$ cat src/rtl/regfile_pkg.sv
// Shared defaults and types for the register file with busy-bit scoreboard.
package regfile_pkg;
  localparam int XLEN_DEF  = 32;
  localparam int NREGS_DEF = 32;
  localparam int NRD_DEF   = 2;
  localparam int NWR_DEF   = 2;
  localparam int AW_DEF    = $clog2(NREGS_DEF);

  typedef logic [AW_DEF-1:0]   reg_addr_t;
  typedef logic [XLEN_DEF-1:0] xlen_t;
endpackage

$ cat src/rtl/regfile_sb_if.sv
// Read, writeback and issue signals between decode/issue, writeback and the register file.
interface regfile_sb_if
  import regfile_pkg::*;
#(
  parameter int XLEN  = XLEN_DEF,
  parameter int NREGS = NREGS_DEF,
  parameter int NRD   = NRD_DEF,
  parameter int NWR   = NWR_DEF,
  localparam int AW   = $clog2(NREGS)
);
  logic [NRD-1:0][AW-1:0]   rs_addr;
  logic [NRD-1:0][XLEN-1:0] rs_data;
  logic [NRD-1:0]           rs_ready;
  logic [NWR-1:0]           wr_en;
  logic [NWR-1:0][AW-1:0]   wr_addr;
  logic [NWR-1:0][XLEN-1:0] wr_data;
  logic                     iss_valid;
  logic [AW-1:0]            iss_rd;
  logic                     iss_ready;
  logic                     flush;

  modport slave (
    input  rs_addr, wr_en, wr_addr, wr_data, iss_valid, iss_rd, flush,
    output rs_data, rs_ready, iss_ready
  );

  modport master (
    output rs_addr, wr_en, wr_addr, wr_data, iss_valid, iss_rd, flush,
    input  rs_data, rs_ready, iss_ready
  );
endinterface

$ cat src/rtl/rf_scoreboard.sv
// Busy-bit scoreboard: issue reserves rd, writeback releases it, flush clears all.
// A same-cycle reserve beats a release; flush beats both. Register 0 is never busy.
module rf_scoreboard
  import regfile_pkg::*;
#(
  parameter int NREGS = NREGS_DEF,
  parameter int NRD   = NRD_DEF,
  parameter int NWR   = NWR_DEF,
  localparam int AW   = $clog2(NREGS)
) (
  input  logic                   clk,
  input  logic                   rst,
  input  logic                   iss_valid,
  input  logic [AW-1:0]          iss_rd,
  output logic                   iss_ready,
  input  logic                   flush,
  input  logic [NWR-1:0]         wr_en,
  input  logic [NWR-1:0][AW-1:0] wr_addr,
  input  logic [NRD-1:0][AW-1:0] rs_addr,
  output logic [NRD-1:0]         rs_busy
);
  logic [NREGS-1:0] busy_q;
  logic [NREGS-1:0] busy_d;
  logic [NREGS-1:0] wr_hit;
  logic             iss_set;

  always_comb begin
    wr_hit = '0;
    for (int w = 0; w < NWR; w++) begin
      if (wr_en[w]) wr_hit[wr_addr[w]] = 1'b1;
    end

    // A writeback landing this cycle frees rd for an immediate re-reservation.
    iss_ready = (iss_rd == '0) || !busy_q[iss_rd] || wr_hit[iss_rd];
    iss_set   = iss_valid && iss_ready && (iss_rd != '0);

    busy_d = busy_q & ~wr_hit;
    if (iss_set) busy_d[iss_rd] = 1'b1;
    if (flush)   busy_d = '0;
    busy_d[0] = 1'b0;

    for (int r = 0; r < NRD; r++) begin
      rs_busy[r] = busy_q[rs_addr[r]];
    end
  end

  always_ff @(posedge clk or negedge rst) begin
    if (!rst) busy_q <= '0;
    else      busy_q <= busy_d;
  end
endmodule

$ cat src/rtl/regfile_sb.sv
// Multi-port register file with scoreboard; x0 is hardwired zero.
// Define RF_BYPASS_EN to forward same-cycle writeback data to the read ports.
module regfile_sb
  import regfile_pkg::*;
#(
  parameter int XLEN  = XLEN_DEF,
  parameter int NREGS = NREGS_DEF,
  parameter int NRD   = NRD_DEF,
  parameter int NWR   = NWR_DEF
) (
  input  logic        clk,
  input  logic        rst,
  regfile_sb_if.slave bus
);
  localparam int AW = $clog2(NREGS);

  logic [NREGS-1:0][XLEN-1:0] regs_q;
  logic [NREGS-1:0][XLEN-1:0] regs_d;
  logic [NRD-1:0]             rs_busy;

  rf_scoreboard #(.NREGS(NREGS), .NRD(NRD), .NWR(NWR)) u_sb (
    .clk       (clk),
    .rst       (rst),
    .iss_valid (bus.iss_valid),
    .iss_rd    (bus.iss_rd),
    .iss_ready (bus.iss_ready),
    .flush     (bus.flush),
    .wr_en     (bus.wr_en),
    .wr_addr   (bus.wr_addr),
    .rs_addr   (bus.rs_addr),
    .rs_busy   (rs_busy)
  );

  // Ascending port order so the highest-index writer of a shared target wins.
  always_comb begin
    regs_d = regs_q;
    for (int w = 0; w < NWR; w++) begin
      if (bus.wr_en[w] && (bus.wr_addr[w] != '0)) regs_d[bus.wr_addr[w]] = bus.wr_data[w];
    end
    regs_d[0] = '0;
  end

  always_ff @(posedge clk or negedge rst) begin
    if (!rst) regs_q <= '0;
    else      regs_q <= regs_d;
  end

  always_comb begin
    for (int r = 0; r < NRD; r++) begin
      bus.rs_data[r]  = regs_q[bus.rs_addr[r]];
      bus.rs_ready[r] = !rs_busy[r];
`ifdef RF_BYPASS_EN
      for (int w = 0; w < NWR; w++) begin
        if (bus.wr_en[w] && (bus.wr_addr[w] == bus.rs_addr[r]) && (bus.wr_addr[w] != '0)) begin
          bus.rs_data[r]  = bus.wr_data[w];
          bus.rs_ready[r] = 1'b1;
        end
      end
`else
`endif
    end
  end
endmodule

$ cat src/flat_wrapper.sv
// flat-port wrapper written by rule: the top's interface ports become plain ports
module regfile_sb_flat import regfile_pkg::*;
#(
  parameter int XLEN  = XLEN_DEF,
  parameter int NREGS = NREGS_DEF,
  parameter int NRD   = NRD_DEF,
  parameter int NWR   = NWR_DEF
)
  (clk, rst, bus_rs_addr, bus_wr_en, bus_wr_addr, bus_wr_data, bus_iss_valid, bus_iss_rd, bus_flush, bus_rs_data, bus_rs_ready, bus_iss_ready);
  regfile_sb_if #(.XLEN(XLEN), .NREGS(NREGS), .NRD(NRD), .NWR(NWR)) bus_i ();
  input  logic clk;
  input  logic rst;
  input wire logic [$bits(bus_i.rs_addr)-1:0] bus_rs_addr;
  input wire logic [$bits(bus_i.wr_en)-1:0] bus_wr_en;
  input wire logic [$bits(bus_i.wr_addr)-1:0] bus_wr_addr;
  input wire logic [$bits(bus_i.wr_data)-1:0] bus_wr_data;
  input wire logic [$bits(bus_i.iss_valid)-1:0] bus_iss_valid;
  input wire logic [$bits(bus_i.iss_rd)-1:0] bus_iss_rd;
  input wire logic [$bits(bus_i.flush)-1:0] bus_flush;
  output wire logic [$bits(bus_i.rs_data)-1:0] bus_rs_data;
  output wire logic [$bits(bus_i.rs_ready)-1:0] bus_rs_ready;
  output wire logic [$bits(bus_i.iss_ready)-1:0] bus_iss_ready;
  assign bus_i.rs_addr = bus_rs_addr;
  assign bus_i.wr_en = bus_wr_en;
  assign bus_i.wr_addr = bus_wr_addr;
  assign bus_i.wr_data = bus_wr_data;
  assign bus_i.iss_valid = bus_iss_valid;
  assign bus_i.iss_rd = bus_iss_rd;
  assign bus_i.flush = bus_flush;
  assign bus_rs_data = bus_i.rs_data;
  assign bus_rs_ready = bus_i.rs_ready;
  assign bus_iss_ready = bus_i.iss_ready;
  regfile_sb #(.XLEN(XLEN), .NREGS(NREGS), .NRD(NRD), .NWR(NWR)) u_core (.clk(clk), .rst(rst), .bus(bus_i));
endmodule
$ cat config.mk
export PLATFORM = sky130hd
export DESIGN_NAME = regfile_sb_flat
export DESIGN_NICKNAME = d
export VERILOG_FILES = /design/src/rtl/regfile_pkg.sv /design/src/rtl/regfile_sb_if.sv /design/src/rtl/rf_scoreboard.sv /design/src/rtl/regfile_sb.sv /design/src/flat_wrapper.sv
export SDC_FILE = /design/constraint.sdc
export NUM_CORES = 2
export LEC_CHECK = 0
export CAP_MARGIN = 30
export CORE_ASPECT_RATIO = 1.2
export CORE_MARGIN = 3
export CORE_UTILIZATION = 60
export CTS_BUF_LIST = sky130_fd_sc_hd__clkbuf_8
export DETAILED_ROUTE_END_ITERATION = 8
export MAX_ROUTING_LAYER = met4
export PLACE_DENSITY = 0.88
export SYNTH_ARGS = -nofsm -noshare
export SYNTH_HDL_FRONTEND = slang
export SYNTH_SLANG_ARGS = --single-unit
export TNS_END_PERCENT = 10
$ cat constraint.sdc
create_clock -name clk -period 9.1 [get_ports clk]
set_input_delay 2.275 -clock clk [delete_from_list [all_inputs] [get_ports clk]]
set_output_delay 2.275 -clock clk [all_outputs]
set_load 0.1 [all_outputs]
Word-level counts from Yosys, hierarchy flattened
Cells that the tools add are included.
{"block": "totals", "register_bits": 1023, "input_bits": 95, "output_inout_bits": 67, "wordCells": 90}
{"block": "op_classes", "order_cmp": 8, "n_mux": 30, "bitwise": 4, "n_reduce_logical": 16}
{"cell": "$bwmux 1024", "count": 2}
{"cell": "$mux 1024", "count": 2}
{"cell": "$bmux 32 s5", "count": 2}
{"cell": "$demux 32 s5", "count": 2}
{"cell": "$mux 32", "count": 8}
{"cell": "$or 32x32->32", "count": 2}
{"cell": "$and 32x32->32", "count": 1}
{"cell": "$not 32->32", "count": 1}
{"cell": "$lt 5x6->1 const B", "count": 5}
{"cell": "$bmux 1 s5", "count": 4}
{"cell": "$demux 1 s5", "count": 3}
{"cell": "$ge 5x1->1 const B", "count": 3}
{"cell": "$reduce_bool 5->1", "count": 3}
{"cell": "$logic_and 1x1->1", "count": 7}
{"cell": "$mux 1", "count": 7}
{"cell": "$logic_not 5->1", "count": 1}
{"cell": "$logic_not 1->1", "count": 3}
{"cell": "$logic_or 1x1->1", "count": 2}

Logic depth before layout (Yosys ltp)
{"block": "depth", "depth_word": 14, "mapped_depth": 10, "depth_no_buf": 7}

Modules after synthesis
From an unflattened synthesis, not the netlist that was laid out.
{"block": "unflattened", "cells_unflattened": 6352, "hier_area_um2": 65330.2}
{"module": "regfile_sb", "instances": 1, "cells_per_inst": 6022, "area_each_um2": 62177.1, "seq_area_each_um2": 24823.8}
{"module": "rf_scoreboard", "instances": 1, "cells_per_inst": 330, "area_each_um2": 3153.0, "seq_area_each_um2": 775.7}

Worst setup path after synthesis
OpenSTA, ideal clock, no wires.
{"block": "synth_path", "path_kind": "input to output", "start": "input bus_rs_addr[5]", "end": "output bus_rs_ready[1]", "arrival_time_ns": 5.740, "t_required_ns": 6.825, "slack_ns": 1.085, "cell_stages": 6, "path_buffers": 3, "path_cell_list": "clkbuf_1 clkbuf_1 buf_1 mux4_2 mux4_2 mux2i_1"}
{"block": "synth_between", "elab_chain_cells": 3}
{"element": "start: declaration", "line": "flat_wrapper.sv:13", "text": "input wire logic [$bits(bus_i.rs_addr)-1:0] bus_rs_addr;"}
{"element": "$bmux 1 s5", "line": "rf_scoreboard.sv:43", "text": "rs_busy[r] = busy_q[rs_addr[r]];"}
{"element": "$mux 1 (implied by the code)", "line": "rf_scoreboard.sv:43"}
{"element": "$logic_not 1->1", "line": "regfile_sb.sv:51", "text": "bus.rs_ready[r] = !rs_busy[r];"}
{"element": "end: declaration", "line": "flat_wrapper.sv:21", "text": "output wire logic [$bits(bus_i.rs_ready)-1:0] bus_rs_ready;"}
No other way between the ends. The select of a mux whose other input is x is not followed.

Final worst setup path
{"block": "layout_path", "start": "input bus_wr_addr[7]", "end": "output bus_iss_ready"}
{"block": "layout_between", "elab_chain_cells": 9, "elab_cells_between_ends": 10, "classes_between": "2 x order compare; 5 x mux; 1 x bitwise; 2 x reduce/logical"}
{"element": "start: declaration", "line": "flat_wrapper.sv:15", "text": "input wire logic [$bits(bus_i.wr_addr)-1:0] bus_wr_addr;"}
{"element": "$lt 5x6->1 (implied by the code) or $ge 5x1->1 (tied branches)", "line": "rf_scoreboard.sv:30", "text": "if (wr_en[w]) wr_hit[wr_addr[w]] = 1'b1;"}
{"element": "$logic_and 1x1->1 (implied by the code)", "line": "rf_scoreboard.sv:30"}
{"element": "$mux 1 (implied by the code)", "line": "rf_scoreboard.sv:30"}
{"element": "$demux 1 s5 *", "line": "rf_scoreboard.sv:30"}
{"element": "$or 32x32->32 (no line) *"}
{"element": "$mux 32 *", "line": "rf_scoreboard.sv:30"}
{"element": "$bmux 1 s5 *", "line": "rf_scoreboard.sv:34", "text": "iss_ready = (iss_rd == '0) || !busy_q[iss_rd] || wr_hit[iss_rd];"}
{"element": "$mux 1 (implied by the code) *", "line": "rf_scoreboard.sv:34"}
{"element": "$logic_or 1x1->1 *", "line": "rf_scoreboard.sv:34"}
{"element": "end: declaration", "line": "flat_wrapper.sv:22", "text": "output wire logic [$bits(bus_i.iss_ready)-1:0] bus_iss_ready;"}
Every way passes the cells marked *; elsewhere a longest branch is shown, timed or not. The select of a mux whose other input is x is not followed.

==> summary.md <==
- post-route antenna net violation count: 0
- met2 wirelength from detailed routing: 104000 um
- total number of vias: 57300
- Worst EP required: 6830 ps
- post-detail-place hpwl: 136000 um
- Post-Synthesis Net Count: 5995
- I/O pin count: 162
- sequential cell area: 25600 um^2
- worst reg2reg startpoint: u_core.u_sb.busy_q[3]$_DFF_PN0_
- maximum cell stage delay along the critical path: 830 ps
- register-to-register setup slack: 6680 ps
- Final min period: 8100 ps
- detailed-route wire length on metal 1: 74700 um
- post-synthesis sequential area ratio: 39.9%
- unrepaired setup endpoints after global routing: no
- Fin Hold WS: 545 ps
- worst vdd ir: 208 uV
- area of all placed cells without fillers: 71400 um^2
- Crit Reg-Reg Endpoint: u_core.u_sb.busy_q[1]$_DFF_PN0_
- total wirelength of the detailed-routed design: 251000 um
- clock latency on the worst-skew pair: 920 ps
- Tightest Hold Check Type: register to register
- top library cells by usage in the layout, fill and taps aside: 1023 x sky130_fd_sc_hd__dfrtp_1, 748 x sky130_fd_sc_hd__mux2i_1, 677 x sky130_fd_sc_hd__nor2_1, 596 x sky130_fd_sc_hd__mux4_2, 586 x sky130_fd_sc_hd__a21oi_1
- Clk pin slew, worst setup/hold paths: 70 ps
- Final Power: 16000 uW
- detailed-router iteration count before antenna repair: 9
- endpoint of the worst hold path: u_core.regs_q[132]$_DFF_PN0_
- number of fill cells in the layout: 6983
- CP top delay family: buffers and inverters
- critical path peak fanout: 66
- Final GP Congestion: 0.974
- most frequent standard cell in the layout excluding fill and tap cells: sky130_fd_sc_hd__dfrtp_1
- Port Buffer Count: 161
- via count of the first global-routing pass: 57700
- standard cell core area: 105000 um^2
- CTS tree: done
- Via density: 7.88
- NumNets Final: 5801
- start point of the worst min-delay path: u_core.regs_q[132]$_DFF_PN0_
- Sinks on Clock Net: 1023
- die area: 111000 um^2
- critical path start-end classification: input pin to output pin
- DR DRC count: 25
- Buf+Inv Stages, Crit Path: 5
- Cell Area, Placed: 67500 um^2
- post-cts gate resize count: 0
- CTS buffer count: 162
- pin count of the biggest net entering global routing: 172
- setup tns final: 0 ps
- clock tree buffer depth: 3
- max_cap viols: 0
- number of enable-type register cells in the synthesized netlist: 0
- kind of capture point of the worst setup path: output pin
- Highest Clock Rate: 123 MHz
- antenna violations before repair: 33
- post-CTS setup-driven buffer insertion count: 0
- final setup violating endpoints: 0
- iteration-0 DRC count of the detailed router: 11500
- height of the die: 364 um
- result of the run: complete, but fails checks
- hold buffers post-CTS: 0
- final worst clock skew: 32.1 ps
- clock root buffer master: sky130_fd_sc_hd__clkbuf_8
- violated checks: design-rule violations
- Multi-input gate area: 36300 um^2
- Die W: 305 um
- first-pass GRT wire length: 367000 um
- layout cell share with drive strength beyond 1: 23.3%
- overall global routing resource usage: 46.2%
- synthesized instance count: 5900
- Cell Rows: 130
- worst hold stages: 2
- Initial Utilization: 60.9%
- period utilisation layout: 89.0%
- Cell variety after synth: 63
- hold violation total from the final report: 0
- global route overflow: 0
- Least-Margin Pin Slew: 1200 ps
- worst reg-to-reg path cell count: 8
- average routed wire per standard cell: 34.5 um
- synthesis-to-layout area growth: 11.2%
- H-tree depth: 4
- arrival time at the worst endpoint: 5830 ps
- async set or reset register ratio after synthesis: 100%
- count of warnings emitted by yosys: 0
- static leakage power: 0.0313 uW
- number of synthesized register bits: 1023
- power density over the cells: 224 nW/um^2
- category of the worst setup path launch point: input pin
- Slew Limit Fails: 0
- critical path's slowest cell: sky130_fd_sc_hd__buf_4
- Setup WS pre-CTS: 1120 ps
- cells traversed along the worst timing path: clkdlybuf4s50_1 -> nor4bb_1 -> buf_4 -> nand2_4 -> buf_4 -> a2111o_1 -> a21oi_1 -> or4_1 -> nor4_4 -> inv_1 -> buf_12
- worst-case setup margin in the final layout: 1000 ps
- crit-path most repeated cell: sky130_fd_sc_hd__buf_4
- Post-Synthesis Cell Area: 64200 um^2
- average cell area after synthesis: 10.9 um^2
- Met3 Routed Length: 43400 um
- most used flip-flop cell after synthesis: sky130_fd_sc_hd__dfrtp_1
- top routing layer in use: met4
- worst slew margin relative to its limit: 20.2%
[per-stage QoR]
stage / std cells / util [%]
finish: 7268 / 67.7
global route: 7263 / 67.7
CTS: 7197 / 67.2
detailed placement: 6907 / 64.0
global placement: 6859 / 63.0
floorplan: 5900 / -
[worst reg2reg max path: cells and delay by family (launching register included)]
family	cells	cell delay, ps
and+or+nand+nor	2	640
muxes	1	170
AOI/OAI and AO/OA	4	610
DFF	1	380
buffers and inverters	1	450
[kinds of logic (layout without fill, tap and decap cells)]
family | after synthesis | after routing | synth area share, %
flops | 1023 | 1023 | 39.9
buf+inv | 736 | 668 | 4.39
other cells | 0 | 50 | 0
mux | 1475 | 1475 | 34.9
simple gates | 1337 | 1337 | 8.63
compound gates | 1329 | 1329 | 12.2
[worst max path at each step]
stage	startpoint	cells past startpoint	to	slack, ps
2_1_floorplan	bus_rs_addr[5]	6	bus_rs_ready[1]	1080
3_3_place_gp	bus_wr_addr[9]	11	bus_iss_ready	1160
3_5_place_dp	bus_wr_addr[9]	11	bus_iss_ready	1120
4_1_cts	bus_wr_addr[7]	11	bus_iss_ready	1090
5_1_grt	bus_wr_addr[9]	11	bus_iss_ready	940
6_report	bus_wr_addr[7]	11	bus_iss_ready	1000
[cells in the mapped netlist (10+ instances only)]
cell                       count  area [um^2]
sky130_fd_sc_hd__dfrtp_1    1023        25600
sky130_fd_sc_hd__mux2i_1     748         7490
sky130_fd_sc_hd__nor2_1      702         2640
sky130_fd_sc_hd__mux4_2      596        13400
sky130_fd_sc_hd__clkbuf_1    588         2210
sky130_fd_sc_hd__a21oi_1     586         2930
sky130_fd_sc_hd__nand2_1     497         1870
sky130_fd_sc_hd__o21ai_0     352         1760
sky130_fd_sc_hd__mux2_2      131         1480
sky130_fd_sc_hd__buf_1       120          450
sky130_fd_sc_hd__a22oi_1     110          826
sky130_fd_sc_hd__a32oi_1      84          736
sky130_fd_sc_hd__a22o_1       66          578
sky130_fd_sc_hd__a31oi_1      54          338
sky130_fd_sc_hd__buf_2        21          105
sky130_fd_sc_hd__nand4b_1     21          184
sky130_fd_sc_hd__o31ai_1      21          158
sky130_fd_sc_hd__a221oi_1     19          166
sky130_fd_sc_hd__and2_1       18          113
sky130_fd_sc_hd__nand3b_1     15          113
sky130_fd_sc_hd__nor2b_1      11         68.8
sky130_fd_sc_hd__o31ai_2      10          125
[state kept, by name (all words and copies together), names as in the netlist]
register	cells
u_core.regs_q	992
u_core.u_sb.busy_q	31
[per-layer routing]
layer	up-vias	track usage [%]
li1	21600	-
met1	27200	49.9
met2	6221	62.6
met3	2205	23.2
met4	0	39.9
met5	-	-
[layout make-up]
cell class	instances	share of cell area [%]
diodes	50	0.175
clock buffers	208	4.01
clock inverters	82	0.624
inverters	2	0.0105
multi-input cells	4141	50.8
flip-flops and latches	1023	35.8
well taps	1386	2.43
repair buffers	376	6.13
[report_power, final]
| part | internal (uW) | leakage (uW) | switching [uW] |
|---|---|---|---|
| Clock | 2070 | 0.00187 | 2050 |
| Combinational | 2450 | 0.0170 | 2650 |
| Sequential | 5730 | 0.0125 | 1030 |
| Total | 10200 | 0.0313 | 5730 |
(Power assumes the default switching activity.)
